==> src/rtl/matrix_pkg.sv <==
// Shared types and constants for the 5x7 status LED matrix (scanner and image decoder).
package matrix_pkg;

  localparam int unsigned MATRIX_COLUMNS = 5;
  localparam int unsigned MATRIX_ROWS    = 7;
  localparam int unsigned COL_IDX_W      = 3;

  localparam logic [MATRIX_ROWS-1:0] ROWS_OFF = 7'h7F;
  localparam logic [COL_IDX_W-1:0]   LAST_COL = 3'd4;

  typedef enum logic [1:0] {
    IDLE  = 2'd0,
    LOAD  = 2'd1,
    BLANK = 2'd2,
    DRIVE = 2'd3
  } matrix_state_e;

  // Active-high one-hot column select for a column index.
  function automatic logic [MATRIX_COLUMNS-1:0] col_onehot(input logic [COL_IDX_W-1:0] idx);
    return MATRIX_COLUMNS'(1) << idx;
  endfunction

endpackage

==> src/rtl/matrix_dwell_timer.sv <==
// Loadable down-counter timing the BLANK and DRIVE dwells; done_c is high while the count is zero.
module matrix_dwell_timer #(
  parameter int unsigned W = 8
) (
  input  logic         clock,
  input  logic         reset,
  input  logic         load,
  input  logic [W-1:0] load_val,
  output logic         done_c
);

  logic [W-1:0] count_q, count_d;

  // Stops at zero rather than wrapping; the FSM reloads on every state entry.
  always_comb begin
    count_d = count_q;
    if (load) begin
      count_d = load_val;
    end else if (count_q != '0) begin
      count_d = count_q - W'(1);
    end
  end

  always_ff @(posedge clock or posedge reset) begin
    if (reset) begin
      count_q <= '0;
    end else begin
      count_q <= count_d;
    end
  end

  assign done_c = (count_q == '0);

endmodule

==> src/rtl/matrix_column_scanner.sv <==
// Time-multiplexed column scanner for the 5x7 LED matrix with per-frame image snapshot.
// Optional blinking of the displayed image is built when MATRIX_BLINK_EN is defined.
module matrix_column_scanner
  import matrix_pkg::*;
#(
  parameter int unsigned CLK_DIV      = 5000,
  parameter int unsigned BLANK_CYCLES = 50,
  parameter int unsigned BLINK_FRAMES = 25
) (
  input  logic       clock,
  input  logic       reset,
  input  logic       enable,
  input  logic [6:0] column_4,
  input  logic [6:0] column_3,
  input  logic [6:0] column_2,
  input  logic [6:0] column_1,
  input  logic [6:0] column_0,
  input  logic       blink,
  output logic [6:0] rows,
  output logic [4:0] columns,
  output logic       frame_start
);

  localparam int unsigned DWELL_MAX = (CLK_DIV > BLANK_CYCLES) ? CLK_DIV : BLANK_CYCLES;
  localparam int unsigned DW        = $clog2(DWELL_MAX + 1);
  localparam bit          HAS_BLANK = (BLANK_CYCLES != 0);

  localparam logic [DW-1:0] DRIVE_LOAD = DW'(CLK_DIV - 1);
  localparam logic [DW-1:0] BLANK_LOAD = DW'(HAS_BLANK ? BLANK_CYCLES - 1 : 0);

  matrix_state_e state_q, state_d;
  logic [COL_IDX_W-1:0] col_idx_q, col_idx_d;
  logic [MATRIX_COLUMNS-1:0][MATRIX_ROWS-1:0] shadow_q, shadow_d;
  logic [MATRIX_ROWS-1:0]    rows_q, rows_d;
  logic [MATRIX_COLUMNS-1:0] columns_q, columns_d;
  logic                      frame_start_q, frame_start_d;

  logic          tmr_load;
  logic [DW-1:0] tmr_val;
  logic          tmr_done;
  logic          frame_dark;

  matrix_dwell_timer #(.W(DW)) u_dwell (
    .clock    (clock),
    .reset    (reset),
    .load     (tmr_load),
    .load_val (tmr_val),
    .done_c   (tmr_done)
  );

  // Next state, snapshot and registered outputs derived from the current state.
  always_comb begin
    state_d       = state_q;
    col_idx_d     = col_idx_q;
    shadow_d      = shadow_q;
    tmr_load      = 1'b0;
    tmr_val       = '0;
    frame_start_d = (state_q == LOAD);
    columns_d     = '0;
    rows_d        = ROWS_OFF;

    if (state_q == DRIVE) begin
      columns_d = col_onehot(col_idx_q);
      if (!frame_dark) begin
        rows_d = shadow_q[col_idx_q];
      end
    end

    case (state_q)
      IDLE: begin
        if (enable) begin
          state_d = LOAD;
        end
      end
      LOAD: begin
        shadow_d  = {column_4, column_3, column_2, column_1, column_0};
        col_idx_d = LAST_COL;
        tmr_load  = 1'b1;
        if (HAS_BLANK) begin
          state_d = BLANK;
          tmr_val = BLANK_LOAD;
        end else begin
          state_d = DRIVE;
          tmr_val = DRIVE_LOAD;
        end
      end
      BLANK: begin
        if (tmr_done) begin
          state_d  = DRIVE;
          tmr_load = 1'b1;
          tmr_val  = DRIVE_LOAD;
        end
      end
      DRIVE: begin
        if (tmr_done) begin
          tmr_load = 1'b1;
          if (col_idx_q != '0) begin
            col_idx_d = col_idx_q - COL_IDX_W'(1);
            if (HAS_BLANK) begin
              state_d = BLANK;
              tmr_val = BLANK_LOAD;
            end else begin
              state_d = DRIVE;
              tmr_val = DRIVE_LOAD;
            end
          end else begin
            state_d = enable ? LOAD : IDLE;
          end
        end
      end
      default: state_d = IDLE;
    endcase
  end

  always_ff @(posedge clock or posedge reset) begin
    if (reset) begin
      state_q       <= IDLE;
      col_idx_q     <= LAST_COL;
      shadow_q      <= {MATRIX_COLUMNS{ROWS_OFF}};
      rows_q        <= ROWS_OFF;
      columns_q     <= '0;
      frame_start_q <= 1'b0;
    end else begin
      state_q       <= state_d;
      col_idx_q     <= col_idx_d;
      shadow_q      <= shadow_d;
      rows_q        <= rows_d;
      columns_q     <= columns_d;
      frame_start_q <= frame_start_d;
    end
  end

`ifdef MATRIX_BLINK_EN
  localparam int unsigned FW = (BLINK_FRAMES > 1) ? $clog2(BLINK_FRAMES) : 1;

  logic [FW-1:0] frame_cnt_q, frame_cnt_d;
  logic          phase_on_q, phase_on_d;
  logic          dark_q, dark_d;

  // phase_on_q is the phase for the frame about to be loaded; blink is latched per frame.
  always_comb begin
    frame_cnt_d = frame_cnt_q;
    phase_on_d  = phase_on_q;
    dark_d      = dark_q;
    if (state_q == LOAD) begin
      dark_d = blink & ~phase_on_q;
      if (!blink) begin
        frame_cnt_d = '0;
        phase_on_d  = 1'b1;
      end else if (frame_cnt_q == FW'(BLINK_FRAMES - 1)) begin
        frame_cnt_d = '0;
        phase_on_d  = ~phase_on_q;
      end else begin
        frame_cnt_d = frame_cnt_q + FW'(1);
      end
    end
  end

  always_ff @(posedge clock or posedge reset) begin
    if (reset) begin
      frame_cnt_q <= '0;
      phase_on_q  <= 1'b1;
      dark_q      <= 1'b0;
    end else begin
      frame_cnt_q <= frame_cnt_d;
      phase_on_q  <= phase_on_d;
      dark_q      <= dark_d;
    end
  end

  assign frame_dark = dark_q;
`else
  logic unused_blink;
  assign unused_blink = blink;
  assign frame_dark   = 1'b0;
`endif

  assign rows        = rows_q;
  assign columns     = columns_q;
  assign frame_start = frame_start_q;

endmodule

==> config.mk <==
export PLATFORM = sky130hd
export DESIGN_NAME = matrix_column_scanner
export DESIGN_NICKNAME = d
export VERILOG_FILES = /design/src/rtl/matrix_pkg.sv /design/src/rtl/matrix_dwell_timer.sv /design/src/rtl/matrix_column_scanner.sv
export SDC_FILE = /design/constraint.sdc
export NUM_CORES = 1
export LEC_CHECK = 0
export ABC_AREA = 1
export ABC_CLOCK_PERIOD_IN_PS = 3200
export BUFFER_PORTS_ARGS = -buffer_cell sky130_fd_sc_hd__buf_2
export CAP_MARGIN = 15
export CORE_MARGIN = 2
export CORE_UTILIZATION = 29
export CTS_CLUSTER_SIZE = 14
export DETAILED_ROUTE_END_ITERATION = 7
export PLACE_DENSITY = 0.5
export SYNTH_ARGS = -nofsm -noshare
export SYNTH_HDL_FRONTEND = slang
export SYNTH_SLANG_ARGS = --single-unit
==> constraint.sdc <==
create_clock -name clock -period 3.2 [get_ports clock]
set_clock_uncertainty 0.1 [all_clocks]
set_input_delay 0.32 -clock clock [delete_from_list [all_inputs] [get_ports clock]]
set_output_delay 0.32 -clock clock [all_outputs]
set_load 0.005 [all_outputs]
==> impl_metrics.yaml, run 1 <==
status:
  outcome: "complete, no violations"
floorplanning:
  row_count: 38
  die_x_um: 109
  core_area_um2: 10700
  fp.dieArea_um2: 11800
  initial_core_util: 0.296
  die_h_um: 109
  ios: 52
synthesis:
  yosysMostFrequentCell: "nand2_1"
  ys.flop_type: "dfstp_2"
  synth_top_family_by_area: "simple AND/OR/NAND/NOR gates"
  synth.net_count: 429
  synth_edf_count: 0
  avgSynthCellArea_um2: 8.27
  netlist_area_um2: 3180
  synth_area_leaders: "dfstp_2 (36%), dfrtp_1 (18%), nand2_1 (17%)"
  netlist_instances: 384
  ys_ff_latch: 66
  synth.top_cell.area_share: 0.356
  synthMuxAreaShare: 0
  synthSimpleGateAreaFrac: 0.302
  synth_compound_area_frac: 0.0689
  synth.distinct_cells: 27
  ys_seq_area_frac: 0.537
  synth_adder_area_share: 0.0236
  yosysWarnings: 0
  yosysTopAreaCell: "dfstp_2"
  synth_commonest_cells: "nand2_1 (145), dfstp_2 (43), nor2_1 (33), nand3_1 (27)"
  synthArstFlopShare: 1.00
  synthXorXnorAreaFrac: 0.0110
sta:
  rsz0062_at_grt: "false"
  hold_viol_final: 0
  slew_headroom: 0.412
  finalMaxSlewViolations: 0
  hold-worst-slack_ns: 0.0553
  fin_crit_ns: 2.14
  finalCritPeriodShare: 0.670
  fin_tns_setup_ns: 0
  worst_pin_slew_ns: 0.881
  setup_viol: 0
  timing.fmax_ghz: 0.467
setup_path:
  critPathLaunch: "col_idx_q[1]"
  crit_path_end_kind: "flop"
  r2r-start: "col_idx_q[1]"
  path_depth: 10
  worst-setup-path-type: "reg -> reg"
  worstPathMaxFanout: 16
  slowest_delay_ns: 0.53
  reg2reg_depth: 10
  slowest_stage: "dfrtp_1"
  path_cells: "inv_1 > ha_1 > inv_1 > nor2_1 > nand2_2 > nand2_1 > inv_2 > nand2_4 > nand2_1 > o31ai_1"
  worstPathRequired_ns: 3.35
  cp_top_family: "buffers and inverters"
  cp_num_buf_inv: 3
  crit_arrival_ns: 2.29
  cp-start-kind: "flop"
grt:
  grt_use_total: 0.135
  gr-usage-met1: 0.173
  first_global_vias: 2604
  use_met2: 0.219
  busiest_layer: "met2"
  grt_max_degree: 44
  antenna_found_initial: 0
  grt_pass1_wl_um: 12300
  met3_usage: 0.0359
  grt.overflow.total: 0
drt:
  drt-initial-drc-count: 96
  vias: 2579
  routed_wl_um: 7290
  first_pass_iters: 4
  viasPerCell: 4.44
  antenna_left: 0
  routedWlPerCell_um: 12.5
  remaining_drc_errors: 0
finish:
  drive_gt1_frac: 0.315
  nets: 481
  n_antenna_cell: 0
  fillCellCount: 1184
  stdcell_count: 581
  area_growth_pct: 19.4
  final_area_um2: 3790
placement:
  routabilityCongestion: 0.772
  io_buffers: 50
  dpl_cell_area_um2: 3570
  dp_hpwl_um: 5190
  dpl.cell_count: 565
cts:
  htree_num_levels: 3
  cts_sinks: 66
  clk_path_buf_depth: 2
  numCtsBuffers: 9
  ctsHoldBuffers: 0
  tritoncts: "done"
  clk_latency_ns: 0.35
  ctsResizeCount: 0
  path_clk_slew_ns: 0.07
  cts-root-buf: "clkbuf_8"
  post_cts_buffers: 0
pwr:
  power_density_nw_per_um2: 452
  ir_worst_vdd_mv: 0.208
  total_leakage_power_nw: 1.90
flow_run:
  cap_viol_max_count: 0
hold_path:
  hold_path_class: "in -> async"
layout make-up:
class                           count  area (um2)  share of cell area
Clock buffer                       11         163              0.0429
Clock inverter                      5        60.1              0.0158
Inverter                           29         111              0.0294
Multi-Input combinational cell    275        1290               0.340
Sequential cell                    66        1710               0.450
Tap cell                          140         175              0.0462
Timing Repair Buffer               55         288              0.0759
state kept, by name (all words and copies together), names as in the netlist:
register         cells
col_idx_q            3
columns              5
frame_start          1
rows                 7
shadow_q            35
state_q              2
u_dwell.count_q     13
worst paths after layout:
kind	endpoint	slack [ns]
hold / removal	u_dwell.count_q[5]	0.06
setup reg to reg	col_idx_q[0]	1.06
max in group asynchronous	shadow_q[23]	2.11
min in group clock	shadow_q[29]	0.06
setup / recovery	col_idx_q[0]	1.06
hold reg to reg	shadow_q[18]	0.36
placed cells by master (no fill, tap or decap):
cell and n:
a21oi_1 9, buf_2 50, buf_4 5, bufinv_16 1, clkbuf_16 1, clkbuf_8 10, clkinv_2 1, clkinv_4 2
clkinvlp_4 1, dfrtp_1 23, dfstp_2 43, ha_1 6, inv_1 22, inv_2 6, inv_4 1, nand2_1 145
nand2_2 4, nand2_4 4, nand3_1 27, nand3_2 1, nand4_1 1, nor2_1 32, nor2_2 4, nor2_4 3
nor3_1 1, o211ai_1 1, o21ai_0 21, o21ai_1 2, o22ai_1 7, o31ai_1 1, or2_2 2, xor2_1 4
logic make-up (layout without fill, tap and decap cells):
| logic type | after synthesis | in the layout |
|---|---|---|
| xor gates and xnor gates | 4 | 4 |
| AOI/OAI and AO/OA | 41 | 41 |
| buffers and inverters | 43 | 100 |
| and+or+nand+nor | 224 | 224 |
| adders and majority gates | 6 | 6 |
| DFF | 66 | 66 |
report_power, final:
part           internal [mW]  leakage (nW)  total (mW)  switching, mW
Combinational         0.0296          1.02      0.0681         0.0385
Clock                  0.429         0.111       0.758          0.329
Sequential             0.875         0.764       0.887         0.0118
metrics by stage:
step | power, mW | util | worst slack (ns)
after floorplan | 0.932 | - | 1.20
after global placement | 0.970 | 0.332 | 1.08
after detailed placement | 0.972 | 0.332 | 1.06
after CTS | 1.74 | 0.353 | 1.04
after global routing | 1.78 | 0.353 | 0.851
final | 1.71 | 0.353 | 1.06
per-layer routing:
layer  vias to the layer above  share of wire
met5                         -              0
met4                         0          0.010
met3                         8          0.039
met2                        55           0.48
met1                      1207           0.47
li1                       1309              -
(Power assumes the default switching activity.)
==> run 2: changes to the inputs <==
ABC_CLOCK_PERIOD_IN_PS = 2100   (was 3200)
clock period = 2.1 ns   (was 3.2 ns; I/O delays follow)
==> run 2 against run 1 <==
Effect of this change: count of clock-buffer cells in the layout did not move; setup slack got worse by 0.72 ns; sequential share of layout area fell by 4.0 points; via count rose by 6.4%; total power rose by 55%; non-clock buffer count rose by 37; final area rose by 9.7%; critical endpoint is now u_dwell.count_q[0].
==> impl_metrics.yaml, run 2 (same netlist as run 1, synthesis figures left out) <==
status:
  outcome: "complete, no violations"
setup_path:
  r2r-end: "u_dwell.count_q[0]"
  reg2reg_depth: 9
  worst-setup-path-type: "reg -> reg"
  critPathLaunch: "u_dwell.count_q[0]"
  worstPathRequired_ns: 2.23
  rrSetupSlack_ns: 0.34
  crit_arrival_ns: 1.90
  crit_path_end_kind: "flop"
  r2r-start: "u_dwell.count_q[0]"
  worstPathMaxFanout: 6
  cp-start-kind: "flop"
finish:
  utilization: 0.387
  nets: 518
  n_antenna_cell: 0
  mostFrequentLayoutCell: "nand2_1"
  top_register: "shadow_q"
  largest_reg_flops: 35
  mostFrequentLayoutCells: "nand2_1 (145), buf_2 (50), dfstp_2 (43), dlygate4sd3_1 (35), nor2_1 (32)"
  area_growth_pct: 31.0
  drive_gt1_frac: 0.293
placement:
  dp_hpwl_um: 5100
  io_buffers: 50
  routabilityCongestion: 0.811
cts:
  cts_sinks: 66
  clk_latency_ns: 0.35
  htree_num_levels: 3
  path_clk_slew_ns: 0.07
  numCtsBuffers: 9
  tritoncts: "done"
  clk_path_buf_depth: 2
  cts-root-buf: "clkbuf_8"
hold_path:
  worstHoldStart: "column_1[6]"
  holdPathEnd: "shadow_q[13]"
  holdPathStages: 3
  hold_path_class: "in -> reg"
grt:
  grt_pass1_wl_um: 13000
  antenna_found_initial: 0
  first_global_vias: 2815
  grt_max_degree: 67
  grt.overflow.total: 0
  grt_use_total: 0.144
pwr:
  power_density_nw_per_um2: 638
  p_int_mw: 2.05
  power_switching_share: 0.228
  power_frac_seq: 0.509
  ir_worst_vdd_mv: 0.473
  total_leakage_power_nw: 2.05
  pwr-share-comb: 0.059
  power.switching_mw: 0.604
  clkPwrFrac: 0.432
sta:
  timing.fmax_ghz: 0.567
  fin_tns_setup_ns: 0
  rsz0062_at_grt: "false"
  hold_viol_final: 0
  slew_headroom: 0.722
  fin_crit_ns: 1.76
  finalCritPeriodShare: 0.839
  finalMaxSlewViolations: 0
  setup_viol: 0
  worst_pin_slew_ns: 0.416
flow_run:
  cap_viol_max_count: 0
floorplanning:
  ios: 52
  core_area_um2: 10700
  fp.dieArea_um2: 11800
  die_x_um: 109
  initial_core_util: 0.296
  row_count: 38
  die_h_um: 109
drt:
  routed_wl_um: 7710
  drt-initial-drc-count: 121
  vias: 2745
  first_pass_iters: 4
  wl_met2_um: 3750
  viasPerCell: 4.44
  remaining_drc_errors: 0
  antenna_left: 0
  highest_layer: "met4"
  dr_wl_met3_um: 304
  routedWlPerCell_um: 12.5
  met1_length_um: 3510
-- run 2: stage by stage --
step	hold WS [ns]	setup slack, ns	total power [mW]	std cells	cell area [um2]
after floorplan	0.205	0.206	1.42	384	3180
after global placement	0.213	0.332	1.48	567	3600
after detailed placement	0.215	0.342	1.48	567	3600
after CTS	0.0138	0.319	2.70	618	4160
after global routing	0.0295	0.122	2.78	618	4160
final	0.0312	0.337	2.65	618	4160
-- run 2: per-layer routing --
metal,track usage,vias up
met1,0.173,1292
met2,0.247,54
li1,-,1384
met4,0.0421,0
met5,0,-
met3,0.0466,15
-- run 2: worst max-delay path by stage --
stage               slack (ns)                  to  depth (start not counted)
global route              0.12  u_dwell.count_q[0]                          9
global placement          0.33  u_dwell.count_q[0]                          9
finish                    0.34  u_dwell.count_q[0]                          9
CTS                       0.32  u_dwell.count_q[0]                          9
detailed placement        0.34  u_dwell.count_q[0]                          9
floorplan                 0.21        col_idx_q[0]                          1
-- run 2: timing repair --
item | in CTS | in global routing
hold endpoints to repair | 57 | 0
gates resized for setup | 0 | 0
setup buffers | 0 | 0
hold buffers | 35 | 0
-- run 2: power by group through the flow --
stage / Clock [mW] / Sequential, mW / Combinational (mW)
after floorplan: 0 / 1.37 / 0.0539
after global placement: 0 / 1.37 / 0.109
after detailed placement: 0 / 1.37 / 0.112
after CTS: 1.19 / 1.35 / 0.161
after global routing: 1.25 / 1.36 / 0.180
final: 1.15 / 1.35 / 0.157
-- run 2: critical path: stages, from the launching register on --
cell and delay (ns):
dfrtp_1 0.39, inv_1 0.10, ha_1 0.21, nand3_2 0.13, nor2_4 0.19, nand3_1 0.24
nand2_1 0.12, nand3_1 0.07, nand2_1 0.06, nand2_1 0.05
-- run 2: layout make-up --
cell class / count / area [um2]
fill: 1127 / 6590
clock buffer: 11 / 153
clock inverter: 5 / 58.8
timing repair buffer: 92 / 666
multi-input combinational: 275 / 1290
inverter: 29 / 111
tap: 140 / 175
sequential: 66 / 1710
